===== src/rtl/axi_decerr_slave.sv =====
// -----------------------------------------------------------------------------
// axi_decerr_slave
//   Default (no-match) port of the SoC crossbar. Every transaction routed here
//   has no home in the address map, so it is completed with DECERR, which keeps
//   the masters from hanging. The write and read paths are independent. Each
//   path holds one outstanding transaction. The block also keeps a sticky log of
//   the first faulting address, plus a saturating count of accepted AW/AR.
//
// Ports
//   clk_i, rst_i              clock, asynchronous active-high reset
//   aw_* / w_* / b_*          write address, data (payload ignored), response
//   ar_* / r_*                read address, read data (constant RespData)
//   fault_valid_o             sticky flag: a fault address is logged
//   fault_write_o             logged fault came from the write channel
//   fault_addr_o              logged fault address
//   fault_clr_i               clears fault_valid_o (a same-cycle capture wins)
//   err_cnt_o                 saturating count of AW + AR handshakes
// -----------------------------------------------------------------------------
`timescale 1ns/1ps
module axi_decerr_slave #(
  parameter int unsigned AddrWidth = 64,
  parameter int unsigned DataWidth = 64,
  parameter int unsigned IdWidth   = 6,
  parameter int unsigned CntWidth  = 16,
  parameter logic [DataWidth-1:0] RespData = 64'hBADC_AB1E_BADC_AB1E
) (
  input  logic                 clk_i,
  input  logic                 rst_i,
  // write address
  input  logic                 aw_valid_i,
  output logic                 aw_ready_o,
  input  logic [IdWidth-1:0]   aw_id_i,
  input  logic [AddrWidth-1:0] aw_addr_i,
  // write data
  input  logic                 w_valid_i,
  output logic                 w_ready_o,
  input  logic                 w_last_i,
  // write response
  output logic                 b_valid_o,
  input  logic                 b_ready_i,
  output logic [IdWidth-1:0]   b_id_o,
  output logic [1:0]           b_resp_o,
  // read address
  input  logic                 ar_valid_i,
  output logic                 ar_ready_o,
  input  logic [IdWidth-1:0]   ar_id_i,
  input  logic [AddrWidth-1:0] ar_addr_i,
  input  logic [7:0]           ar_len_i,
  // read data
  output logic                 r_valid_o,
  input  logic                 r_ready_i,
  output logic [IdWidth-1:0]   r_id_o,
  output logic [DataWidth-1:0] r_data_o,
  output logic [1:0]           r_resp_o,
  output logic                 r_last_o,
  // fault log and counter
  output logic                 fault_valid_o,
  output logic                 fault_write_o,
  output logic [AddrWidth-1:0] fault_addr_o,
  input  logic                 fault_clr_i,
  output logic [CntWidth-1:0]  err_cnt_o
);

  localparam int unsigned SumWidth = CntWidth + 1;

  typedef enum logic [1:0] {W_IDLE, W_DRAIN, W_RESP} w_state_e;
  typedef enum logic       {R_IDLE, R_DATA}          r_state_e;

  w_state_e               w_state_q;
  logic                   w_ready_q;
  logic                   b_valid_q;
  logic [IdWidth-1:0]     b_id_q;

  r_state_e               r_state_q;
  logic                   r_valid_q;
  logic [IdWidth-1:0]     r_id_q;
  logic [7:0]             r_len_q;
  logic [7:0]             r_cnt_q;

  logic                   fault_valid_q, fault_valid_d;
  logic                   fault_write_q, fault_write_d;
  logic [AddrWidth-1:0]   fault_addr_q,  fault_addr_d;
  logic [CntWidth-1:0]    err_cnt_q,     err_cnt_d;
  logic [SumWidth-1:0]    cnt_sum;

  logic aw_hs, w_hs, b_hs, ar_hs, r_hs;

  // Address channels are ready whenever their path is idle; the reset term
  // keeps them low while reset is held even though idle is the reset state.
  assign aw_ready_o = (w_state_q == W_IDLE) & ~rst_i;
  assign ar_ready_o = (r_state_q == R_IDLE) & ~rst_i;

  assign aw_hs = aw_valid_i & aw_ready_o;
  assign w_hs  = w_valid_i  & w_ready_q;
  assign b_hs  = b_valid_q  & b_ready_i;
  assign ar_hs = ar_valid_i & ar_ready_o;
  assign r_hs  = r_valid_q  & r_ready_i;

  // ---------------------------------------------------------------- write path
  always_ff @(posedge clk_i or posedge rst_i) begin
    if (rst_i) begin
      w_state_q <= W_IDLE;
      w_ready_q <= 1'b0;
      b_valid_q <= 1'b0;
      b_id_q    <= '0;
    end else begin
      case (w_state_q)
        W_IDLE: if (aw_hs) begin
          b_id_q    <= aw_id_i;
          w_ready_q <= 1'b1;
          w_state_q <= W_DRAIN;
        end
        // Beats are swallowed; only the last one moves us on.
        W_DRAIN: if (w_hs && w_last_i) begin
          w_ready_q <= 1'b0;
          b_valid_q <= 1'b1;
          w_state_q <= W_RESP;
        end
        W_RESP: if (b_hs) begin
          b_valid_q <= 1'b0;
          w_state_q <= W_IDLE;
        end
        default: begin
          w_ready_q <= 1'b0;
          b_valid_q <= 1'b0;
          w_state_q <= W_IDLE;
        end
      endcase
    end
  end

  // ----------------------------------------------------------------- read path
  always_ff @(posedge clk_i or posedge rst_i) begin
    if (rst_i) begin
      r_state_q <= R_IDLE;
      r_valid_q <= 1'b0;
      r_id_q    <= '0;
      r_len_q   <= '0;
      r_cnt_q   <= '0;
    end else begin
      case (r_state_q)
        R_IDLE: if (ar_hs) begin
          r_id_q    <= ar_id_i;
          r_len_q   <= ar_len_i;
          r_cnt_q   <= '0;
          r_valid_q <= 1'b1;
          r_state_q <= R_DATA;
        end
        // The counter stops at len, so len=255 yields 256 beats without wrapping.
        R_DATA: if (r_hs) begin
          if (r_cnt_q == r_len_q) begin
            r_valid_q <= 1'b0;
            r_state_q <= R_IDLE;
          end else begin
            r_cnt_q <= r_cnt_q + 8'd1;
          end
        end
        default: begin
          r_valid_q <= 1'b0;
          r_state_q <= R_IDLE;
        end
      endcase
    end
  end

  // ------------------------------------------------------ fault log and counter
  always_comb begin
    fault_valid_d = fault_valid_q;
    fault_write_d = fault_write_q;
    fault_addr_d  = fault_addr_q;
    // A clear in the same cycle as a new fault still records that fault.
    // On a simultaneous AW and AR, the write is the one recorded.
    if ((aw_hs | ar_hs) & (~fault_valid_q | fault_clr_i)) begin
      fault_valid_d = 1'b1;
      fault_write_d = aw_hs;
      fault_addr_d  = aw_hs ? aw_addr_i : ar_addr_i;
    end else if (fault_clr_i) begin
      fault_valid_d = 1'b0;
    end
  end

  // One extra bit catches the carry so that +2 from all-ones-minus-1 saturates.
  assign cnt_sum   = {1'b0, err_cnt_q} + SumWidth'(aw_hs) + SumWidth'(ar_hs);
  assign err_cnt_d = cnt_sum[CntWidth] ? {CntWidth{1'b1}} : cnt_sum[CntWidth-1:0];

  always_ff @(posedge clk_i or posedge rst_i) begin
    if (rst_i) begin
      fault_valid_q <= 1'b0;
      fault_write_q <= 1'b0;
      fault_addr_q  <= '0;
      err_cnt_q     <= '0;
    end else begin
      fault_valid_q <= fault_valid_d;
      fault_write_q <= fault_write_d;
      fault_addr_q  <= fault_addr_d;
      err_cnt_q     <= err_cnt_d;
    end
  end

  // ------------------------------------------------------------------- outputs
  assign w_ready_o     = w_ready_q;
  assign b_valid_o     = b_valid_q;
  assign b_id_o        = b_id_q;
  assign b_resp_o      = 2'b11;
  assign r_valid_o     = r_valid_q;
  assign r_id_o        = r_id_q;
  assign r_data_o      = RespData;
  assign r_resp_o      = 2'b11;
  assign r_last_o      = r_valid_q & (r_cnt_q == r_len_q);
  assign fault_valid_o = fault_valid_q;
  assign fault_write_o = fault_write_q;
  assign fault_addr_o  = fault_addr_q;
  assign err_cnt_o     = err_cnt_q;

endmodule


===== config.mk =====
export PLATFORM = sky130hd
export DESIGN_NAME = axi_decerr_slave
export DESIGN_NICKNAME = d
export VERILOG_FILES = /design/src/rtl/axi_decerr_slave.sv
export SDC_FILE = /design/constraint.sdc
export NUM_CORES = 1
export LEC_CHECK = 0
export BUFFER_PORTS_ARGS = -buffer_cell sky130_fd_sc_hd__buf_2
export CORE_AREA = 2 2 125 127
export DETAILED_ROUTE_END_ITERATION = 10
export DIE_AREA = 0 0 127 129
export HOLD_SLACK_MARGIN = 0.1
export PLACE_DENSITY = 0.72
export SLEW_MARGIN = 20
export SYNTH_ARGS = -nofsm -noshare
export SYNTH_HDL_FRONTEND = slang
export SYNTH_SLANG_ARGS = --single-unit

===== constraint.sdc =====
create_clock -name clk_i -period 4.4 [get_ports clk_i]
set_clock_uncertainty 0.15 [all_clocks]
set_input_delay 0.44 -clock clk_i [delete_from_list [all_inputs] [get_ports clk_i]]
set_output_delay 0.44 -clock clk_i [all_outputs]
set_load 0.02 [all_outputs]

# Word-level counts from Yosys, hierarchy flattened
# Index checks and enable logic that the tools add are counted.
totals:
  regBits: 116
  inputBits: 157
  output_inout_bits: 168
  word_cells: 78
op_classes:
  add_sub_neg: 3
  n_eq_ne: 10
  n_mux: 26
  n_bitwise: 16
  n_reduce_logical: 10
ops:
  columns: ["cell", "n"]
  rows:
  - ["$mux W64", 1]
  - ["$mux W8", 3]
  - ["$add A16 B1 Y17", 1]
  - ["$add A17 B1 Y17", 1]
  - ["$mux W16", 1]
  - ["$pmux W8 S2", 1]
  - ["$reduce_and A3 Y1", 5]
  - ["$mux W1", 12]
  - ["$ne A2 B2 Y1 const B", 5]
  - ["$and A1 B1 Y1", 9]
  - ["$add A8 B1 Y8 const B", 1]
  - ["$eq A8 B8 Y1", 1]
  - ["$mux W2", 3]
  - ["$pmux W1 S3", 2]
  - ["$pmux W2 S3", 1]
  - ["$not A1 Y1", 5]
  - ["$ne A2 B1 Y1 const B", 2]
  - ["$pmux W1 S2", 2]
  - ["$reduce_and A2 Y1", 2]
  - ["$eq A2 B1 Y1 const B", 1]
  - ["$eq A2 B2 Y1 const B", 1]
  - ["$logic_not A2 Y1", 1]
  - ["$or A1 B1 Y1", 2]
  - ["$reduce_bool A2 Y1", 1]
  - ["$logic_and A1 B1 Y1", 1]

# Longest topological paths before layout
# Gate-level depths: netlist of run 1.
logic_depth:
  ltp_word: 6
  mapped_depth: 13
  depth_no_buf: 10

# Least setup slack after synthesis of run 1
# OpenSTA, ideal clock, no wires.
synth_path:
  path_kind: "flip-flop to flip-flop"
  from: "register r_state_q"
  to: "register err_cnt_q[14], in the netlist err_cnt_o[14]"
  setup_ps: 125
  arrival_time_ps: 2661
  required_time_ps: 4125
  setup_slack_ps: 1464
  path_stages_with_launch: 13
  n_path_buf: 2
  synth_period_minus_slack_ps: 2936
  path_cell_list: "dfrtp_1 > buf_2 > nor2_4 > nand2_2 > inv_2 > clkbuf_1 > fa_1 > ha_1 > nand2_1 > nor3_2 > nand4_2 > nor2_1 > mux2_2"
synth_via:
  elab_chain_cells: 5
synth_lines:
  columns: ["item", "line_no", "text"]
  rows:
  - ["start: declaration", "74", "r_state_e r_state_q;"]
  - ["start signal: assignment", "135", "r_state_q <= R_IDLE;"]
  - ["start signal: assignment", "147", "r_state_q <= R_DATA;"]
  - ["start signal: assignment", "153", "r_state_q <= R_IDLE;"]
  - ["$not A1 Y1 (no line)", null, null]
  - ["$and A1 B1 Y1", "91", "assign ar_ready_o = (r_state_q == R_IDLE) & ~rst_i;"]
  - ["named net ar_ready_o", "45", "output logic ar_ready_o,"]
  - ["$and A1 B1 Y1", "96", "assign ar_hs = ar_valid_i & ar_ready_o;"]
  - ["$add A17 B1 Y17", "183", "assign cnt_sum = {1'b0, err_cnt_q} + SumWidth'(aw_hs) + SumWidth'(ar_hs);"]
  - ["$mux W16", "184", "assign err_cnt_d = cnt_sum[CntWidth] ? {CntWidth{1'b1}} : cnt_sum[CntWidth-1:0];"]
  - ["named net err_cnt_d[14]", "83", "logic [CntWidth-1:0] err_cnt_q, err_cnt_d;"]
  - ["end signal: assignment", "196", "err_cnt_q <= err_cnt_d;"]
  - ["end: declaration", "83", null]
# The timed path passes the listed nets, and every way through them passes these cells.
# A chain may end at the register's enable or synchronous reset.

# Worst setup path after layout of run 1
layout_path:
  from: "input port rst_i"
  to: "register err_cnt_q[14], in the netlist err_cnt_o[14]"
layout_via:
  elab_chain_cells: 6
  elab_cells_between_ends: 8
  classes_between: "add/sub: 2; mux: 1; bitwise: 5"
layout_lines:
  columns: ["item", "line_no", "text"]
  rows:
  - ["start: declaration", "28", "input logic rst_i,"]
  - ["$not A1 Y1 *", "90, 91", null]
  - ["$and A1 B1 Y1", "90", "assign aw_ready_o = (w_state_q == W_IDLE) & ~rst_i;"]
  - ["$and A1 B1 Y1", "93", "assign aw_hs = aw_valid_i & aw_ready_o;"]
  - ["$add A16 B1 Y17", "183", null]
  - ["$add A17 B1 Y17 *", "183", null]
  - ["$mux W16 *", "184", null]
  - ["named net err_cnt_d[14]", "83", null]
# The timed path passes the listed nets; every way through them passes the cells marked *.

==> results of run 1 <==
==> sequential cells by signal (all words and copies together), names as in the netlist <==
signal / cells
b_id_o: 6
b_valid_o: 1
err_cnt_o: 16
fault_addr_o: 64
fault_valid_o: 1
fault_write_o: 1
r_cnt_q: 8
r_id_o: 6
r_len_q: 8
r_state_q: 1
r_valid_o: 1
w_ready_o: 1
w_state_q: 2
==> cell type report <==
| type | instances | area, um^2 | share of cell area |
|---|---|---|---|
| Inverter | 8 | 33.8 | 0.00430 |
| Clock inverter | 13 | 183 | 0.0232 |
| Clock buffer | 19 | 443 | 0.0563 |
| Timing Repair Buffer | 283 | 1540 | 0.195 |
| Tap cell | 188 | 235 | 0.0299 |
| Multi-Input combinational cell | 453 | 2530 | 0.322 |
| Sequential cell | 116 | 2900 | 0.369 |
==> power by group through the flow <==
| stage | Sequential (mW) | Clock (mW) | Combinational (mW) |
|---|---|---|---|
| after global routing | 1.91 | 1.54 | 2.10 |
| after detailed placement | 1.84 | 0 | 1.91 |
| after floorplan | 2.27 | 0 | 0.864 |
| after global placement | 1.84 | 0 | 1.87 |
| final | 1.84 | 1.46 | 1.90 |
| after CTS | 1.84 | 1.49 | 1.92 |
==> cell families (layout without fill, tap and decap cells) <==
family	after synthesis	after routing	share of synthesized area
AO/OA/AOI/OAI	85	85	0.0765
XOR/XNOR	18	18	0.0268
adder cells (fa/ha/maj)	3	3	0.00767
buffers and inverters	104	323	0.120
flip-flops	116	116	0.494
multiplexers	65	65	0.111
other	2	68	0.00128
AND/OR/NAND/NOR	214	214	0.162
==> worst register-to-register path, stage by stage, from the launching register on <==
cell                      delay, ns
sky130_fd_sc_hd__dfrtp_1       0.50
sky130_fd_sc_hd__nor2_4        0.18
sky130_fd_sc_hd__nand2_2       0.29
sky130_fd_sc_hd__inv_2         0.40
sky130_fd_sc_hd__fa_1          0.31
sky130_fd_sc_hd__ha_1          0.26
sky130_fd_sc_hd__nand2_1       0.13
sky130_fd_sc_hd__nor3_2        0.29
sky130_fd_sc_hd__nand4_2       0.17
sky130_fd_sc_hd__nor2_1        0.13
sky130_fd_sc_hd__mux2_2        0.34
==> per-layer routing <==
| metal | up-vias | wire [um] | share of wire |
|---|---|---|---|
| li1 | 2427 | - | - |
| met1 | 2237 | 6360 | 0.42 |
| met5 | - | 0 | 0 |
| met2 | 198 | 7570 | 0.50 |
| met3 | 13 | 955 | 0.064 |
| met4 | 0 | 138 | 0.0092 |
==> final timing paths <==
check / startpoint / to / slack [ns] / cells past startpoint
setup / recovery: rst_i / err_cnt_o[14] / 0.98 / 12
hold / removal: b_ready_i / b_valid_o / 0.16 / 4
setup reg to reg: r_state_q / err_cnt_o[14] / 1.15 / 10
hold reg to reg: fault_addr_o[27] / fault_addr_o[27] / 0.32 / 2
max in group asynchronous: rst_i / r_cnt_q[0] / 2.52 / 4
min in group asynchronous: rst_i / w_state_q[1] / 0.62 / 3
==> placed cells by master (no fill, tap or decap), drive strengths merged, types with 5 or more instances in the layout <==
cell	instances
buf	262
clkbuf	19
clkinv	6
conb	68
dfrtp	116
dlygate4sd3	21
inv	7
mux2i	64
nand2	155
nand3	23
nor2	9
o21ai	75
or3	5
xnor2	6
xor2	12
==> through the flow <==
stage / area (um^2) / cells / total power [mW] / hold WS (ns)
floorplan: 6120 / 673 / 3.13 / 0.315
global placement: 7030 / 1027 / 3.71 / 0.305
detailed placement: 7030 / 1027 / 3.76 / 0.312
CTS: 7860 / 1079 / 5.25 / 0.103
global route: 7870 / 1080 / 5.55 / 0.144
finish: 7870 / 1080 / 5.20 / 0.159
==> metrics, run 1 <==
result of the run=completed; pre-CTS setup slack=~1.1 ns; die height=around 130 um; number of buffers on the longest clock path=2; setup fix buffers added after clock tree synthesis=0; Tightest Pin Transition=approximately 0.71 ns; layout cells sized above 1=0.349; clk_lat worst skew=0.41 ns; Post-route DRC=0; count of different cell masters after synthesis=48; FF+latch count, synth=between 100 and 150; leading area contributor after synthesis=sky130_fd_sc_hd__dfrtp_1; critical path's top delay family=simple AND/OR/NAND/NOR gates; maximum number of pins on one net before global-route repair=65; post-detailed-route wirelength per cell=13.9 um; TritonCTS buffer count=17; Primary FF master, synth=sky130_fd_sc_hd__dfrtp_1; endpoints failing setup=0; routing usage on met3=0.0541; iteration-0 DRC count of the detailed router=between 150 and 200; cell area after synthesis=around 0.006 mm^2; number of antenna-violating nets in the routed design=0; met1 usage in global routing=0.225; Post-synth EDFFs=0; kind of path behind the tightest hold check=in2reg; P_sw=about 2.0 mW; share of total power in the clock network=0.280; Starting Density=0.392; sequential area share after synthesis=0.494; switching share of power=0.393; number of nets at the end of the flow=around 1000; top fanout value on the critical path=26; total internal power=3.15 mW; cell at the slowest stage of the critical path=sky130_fd_sc_hd__dlygate4sd3_1; total routed wirelength=about 15000 um; relative area change from synthesis to final layout=33.9%; HPWL Detailed=roughly 11000 um; Post-Syn Instances=between 600 and 700; width of the chip=about 130 um; post-layout util=0.525; H-Tree Depth=4; crit start category=input port; RSZ-0062 raised after global routing=no; via density per instance=between 4 and 5; TritonCTS clock tree=yes; count of fill cells added during filler insertion=1375; number of global-route vias before repair=4619; first-pass iteration count of the detailed router=4; reported max-cap violation count=0; row count=45; number of antenna repair diodes=0; Mapped Avg Cell Area=approximately 9.7 um^2; overflow left after global routing=0; Worst Slack Setup Final=0.975 ns; boundary pin count=approximately 330; largest stage delay on the critical path=0.53 ns; fraction of power consumed by sequential logic=0.354; wire length of the first global-routing pass=about 23000 um; maximum operating frequency=between 200 and 300 MHz; total count of max-transition violations in the final report=0; element type at the critical path end=register; area of the die=about 0.016 mm^2; met2 Usage GRT=0.308; top cells by area, synth=sky130_fd_sc_hd__dfrtp_1, sky130_fd_sc_hd__mux2i_1, sky130_fd_sc_hd__nand2_1; Ys Warns=0; power density cells=approximately 660 mW/mm^2; Sink Count=116; shortest clock period the worst path allows after layout=between 3 and 4 ns; CTS Root Cell=sky130_fd_sc_hd__clkbuf_16; global-route usage over all layers=0.183; IO Port Bufs=around 260; ranking of synthesized cells by instance count=sky130_fd_sc_hd__nand2_1, sky130_fd_sc_hd__dfrtp_1, sky130_fd_sc_hd__buf_4, sky130_fd_sc_hd__o21ai_0, sky130_fd_sc_hd__mux2i_1; clock slew seen by the registers of the worst setup and hold paths=roughly 0.050 ns; part of the power in combinational logic=0.366; quantity of hold-fixing buffers added after cts=20; grt peak-use layer=met2; final hold violation count=0; static leakage power=4.55 nW; Total Negative Setup Slacks=0 ns; share of async-settable or async-resettable flops after synthesis=1.00; type of the setup path with the least slack=in2reg; share of the synthesized area in the top cell type=0.494; cell with the most instances after synthesis=sky130_fd_sc_hd__nand2_1; area of the core region=~0.015 mm^2; crit share post-route=0.778; critical path required time=4.54 ns; Worst Path Buf+Inv=3; quantity of gates resized following cts=0; critical path cell sequence=dlygate4sd3_1 > buf_2 > nor2_4 > nand2_2 > inv_2 > fa_1 > ha_1 > nand2_1 > nor3_2 > nand4_2 > nor2_1 > mux2_2; vias=4875; Final GP Congestion=approximately 0.8; initial antenna violation count=0; worst IR drop on VDD=around 270 uV; relative slew slack=0.524; worst path arrival time=3.57 ns
Power figures use the tool's default switching activity.
==> run 2, diff against run 1 <==
--- a/config.mk
+++ b/config.mk
@@ -6,11 +6,11 @@
 export NUM_CORES = 1
 export LEC_CHECK = 0
 export BUFFER_PORTS_ARGS = -buffer_cell sky130_fd_sc_hd__buf_2
-export CORE_AREA = 2 2 125 127
+export CORE_AREA = 2 2 127 129
 export DETAILED_ROUTE_END_ITERATION = 10
-export DIE_AREA = 0 0 127 129
+export DIE_AREA = 0 0 129 131
 export HOLD_SLACK_MARGIN = 0.1
-export PLACE_DENSITY = 0.72
+export PLACE_DENSITY = 0.73
 export SLEW_MARGIN = 20
 export SYNTH_ARGS = -nofsm -noshare
 export SYNTH_HDL_FRONTEND = slang
==> constraint.sdc (replaced) <==
create_clock -name clk_i -period 2.85 [get_ports clk_i]
set_clock_uncertainty 0.15 [all_clocks]
set_input_delay 0.285 -clock clk_i [delete_from_list [all_inputs] [get_ports clk_i]]
set_output_delay 0.285 -clock clk_i [all_outputs]
set_load 0.02 [all_outputs]
==> metrics, run 2 (synthesis results as in run 1) <==
total count of max-transition violations in the final report=0 (unchanged); clock slew seen by the registers of the worst setup and hold paths=0.05 ns (about the same); global-route usage over all layers=0.212 (+0.0291); met2 Usage GRT=0.370 (+0.0617); layout cells sized above 1=0.304 (-0.0446); number of buffers on the longest clock path=2 (unchanged); IO Port Bufs=256 (unchanged); met1 usage in global routing=0.249 (+0.0241); routing usage on met3=0.0619 (+0.00784); area of the die=0.0169 mm^2 (+3.1%); part of the power in combinational logic=0.387 (+0.021); wire length of the first global-routing pass=27600 um (+20%); HPWL Detailed=11100 um (-0.25%); total internal power=5.09 mW (+62%); reported max-cap violation count=0 (unchanged); overflow left after global routing=0 (unchanged); H-Tree Depth=4 (unchanged); Final GP Congestion=0.807 (-0.28%); cell at the slowest stage of the critical path=sky130_fd_sc_hd__buf_4; clk_lat worst skew=0.41 ns (about the same); fraction of power consumed by sequential logic=0.343 (-0.011); maximum number of pins on one net before global-route repair=109 (+68%); Post-route DRC=0 (unchanged); width of the chip=129 um (+1.6%); crit share post-route=0.925; Sink Count=116 (unchanged); number of global-route vias before repair=5584 (+21%); static leakage power=5.14 nW (+13%); CTS Root Cell=sky130_fd_sc_hd__clkbuf_16; critical path cell sequence=dlygate4sd3_1 > buf_2 > nor3_4 > nand2_4 > buf_4 > buf_4 > mux2i_1 > o21ai_0; type of the setup path with the least slack=in2reg; kind of path behind the tightest hold check=in2reg; relative slew slack=0.560 (+0.0353); post-detailed-route wirelength per cell=14.6 um (+4.7%); Total Negative Setup Slacks=0 ns (unchanged); commonest non-fill, non-tap cell in the layout=sky130_fd_sc_hd__buf_2; total routed wirelength=18100 um (+20%); post-layout util=0.595 (+0.0695); P_sw=3.22 mW (+58%); Starting Density=0.377 (-0.0156); critical path required time=2.94 ns (-1.60 ns); row count=46 (+2.2%); grt peak-use layer=met2; power density cells=896 mW/mm^2 (+36%); TritonCTS buffer count=17 (unchanged); switching share of power=0.387 (-0.00582); worst path arrival time=2.73 ns (-0.84 ns); Crit path top cell by count=sky130_fd_sc_hd__buf_4; commonest cells after routing, fill and taps aside=sky130_fd_sc_hd__buf_2, sky130_fd_sc_hd__dlygate4sd3_1, sky130_fd_sc_hd__nand2_1; final hold violation count=0 (unchanged); RSZ-0062 raised after global routing=no; boundary pin count=325 (unchanged); area of the core region=0.0156 mm^2 (+4.1%); setup fix buffers added after clock tree synthesis=0 (unchanged); Tightest Pin Transition=0.660 ns (-0.0530 ns); maximum operating frequency=379 MHz; element type at the critical path end=register; die height=131 um (+1.6%); iteration-0 DRC count of the detailed router=291 (+61%); relative area change from synthesis to final layout=57.9%; number of antenna-violating nets in the routed design=0 (unchanged); result of the run=completed; initial antenna violation count=0 (unchanged); largest stage delay on the critical path=0.61 ns (+0.08 ns); via density per instance=4.50 (-0.22%); number of antenna repair diodes=0 (unchanged); TritonCTS clock tree=yes; worst IR drop on VDD=514 uV (+91%); number of nets at the end of the flow=1174 (+13%); first-pass iteration count of the detailed router=4 (unchanged); crit start category=input port; endpoints failing setup=0 (unchanged); Largest register FFs=64 (unchanged); top fanout value on the critical path=37 (+42%); shortest clock period the worst path allows after layout=roughly 2.6 ns; share of total power in the clock network=0.270 (-0.010); vias=5594 (+15%)
==> run 2: final cells by class <==
type	count	area, um^2
Sequential cell	116	2900
Fill cell	1238	6320
Clock buffer	22	474
Timing Repair Buffer	418	2900
Tap cell	216	270
Multi-Input combinational cell	453	2550
Inverter	8	35.0
Clock inverter	9	151
==> run 2: metal layers <==
metal  vias up  share of wire
met2       211           0.52
met4         0          0.021
met5         -              0
met3        30          0.059
met1      2654           0.40
li1       2699              -
==> run 2: metrics by stage <==
stage | hold WS (ns) | std cells | total power, mW | cell area, um^2 | worst slack (ns)
after floorplan | 0.240 | 673 | 4.83 | 6130 | 0.0481
after global placement | 0.132 | 1057 | 5.73 | 7090 | 0.277
after detailed placement | 0.141 | 1057 | 5.81 | 7090 | 0.218
after CTS | 0.196 | 1242 | 8.31 | 9260 | 0.0964
after global routing | 0.227 | 1242 | 8.86 | 9280 | 0.0522
final | 0.222 | 1242 | 8.31 | 9280 | 0.215
==> run 2: worst max-delay path, delay by kind of cell <==
family | cells | cell delay (ns)
multiplexers | 1 | 0.31
buffers and inverters | 4 | 1.81
AO/OA/AOI/OAI | 1 | 0.12
AND/OR/NAND/NOR | 2 | 0.14
==> run 2: timing repair <==
item / 4_1_cts / 5_1_grt
hold endpoints to repair: 97 / 0
hold buffers: 154 / 0
setup endpoints to repair: 0 / 6
resized for setup: 0 / 3
==> run 2: power groups by stage <==
stage          logic, mW  clock network [mW]  registers (mW)
5_1_grt             3.54                2.37            2.95
2_1_floorplan       1.33                   0            3.50
3_5_place_dp        2.97                   0            2.84
3_3_place_gp        2.90                   0            2.83
4_1_cts             3.19                2.29            2.84
6_report            3.22                2.24            2.85
==> run 2: worst paths after layout <==
path	slack, ns	to	startpoint	cells after the start
max	0.21	fault_addr_o[14]	rst_i	8
min	0.22	err_cnt_o[0]	aw_valid_i	5
max reg2reg	0.34	err_cnt_o[0]	r_state_q	10
min reg2reg	0.32	r_id_o[3]	r_id_o[3]	2
max in group asynchronous	1.41	fault_addr_o[25]	rst_i	4
min in group asynchronous	0.27	w_state_q[0]	rst_i	3
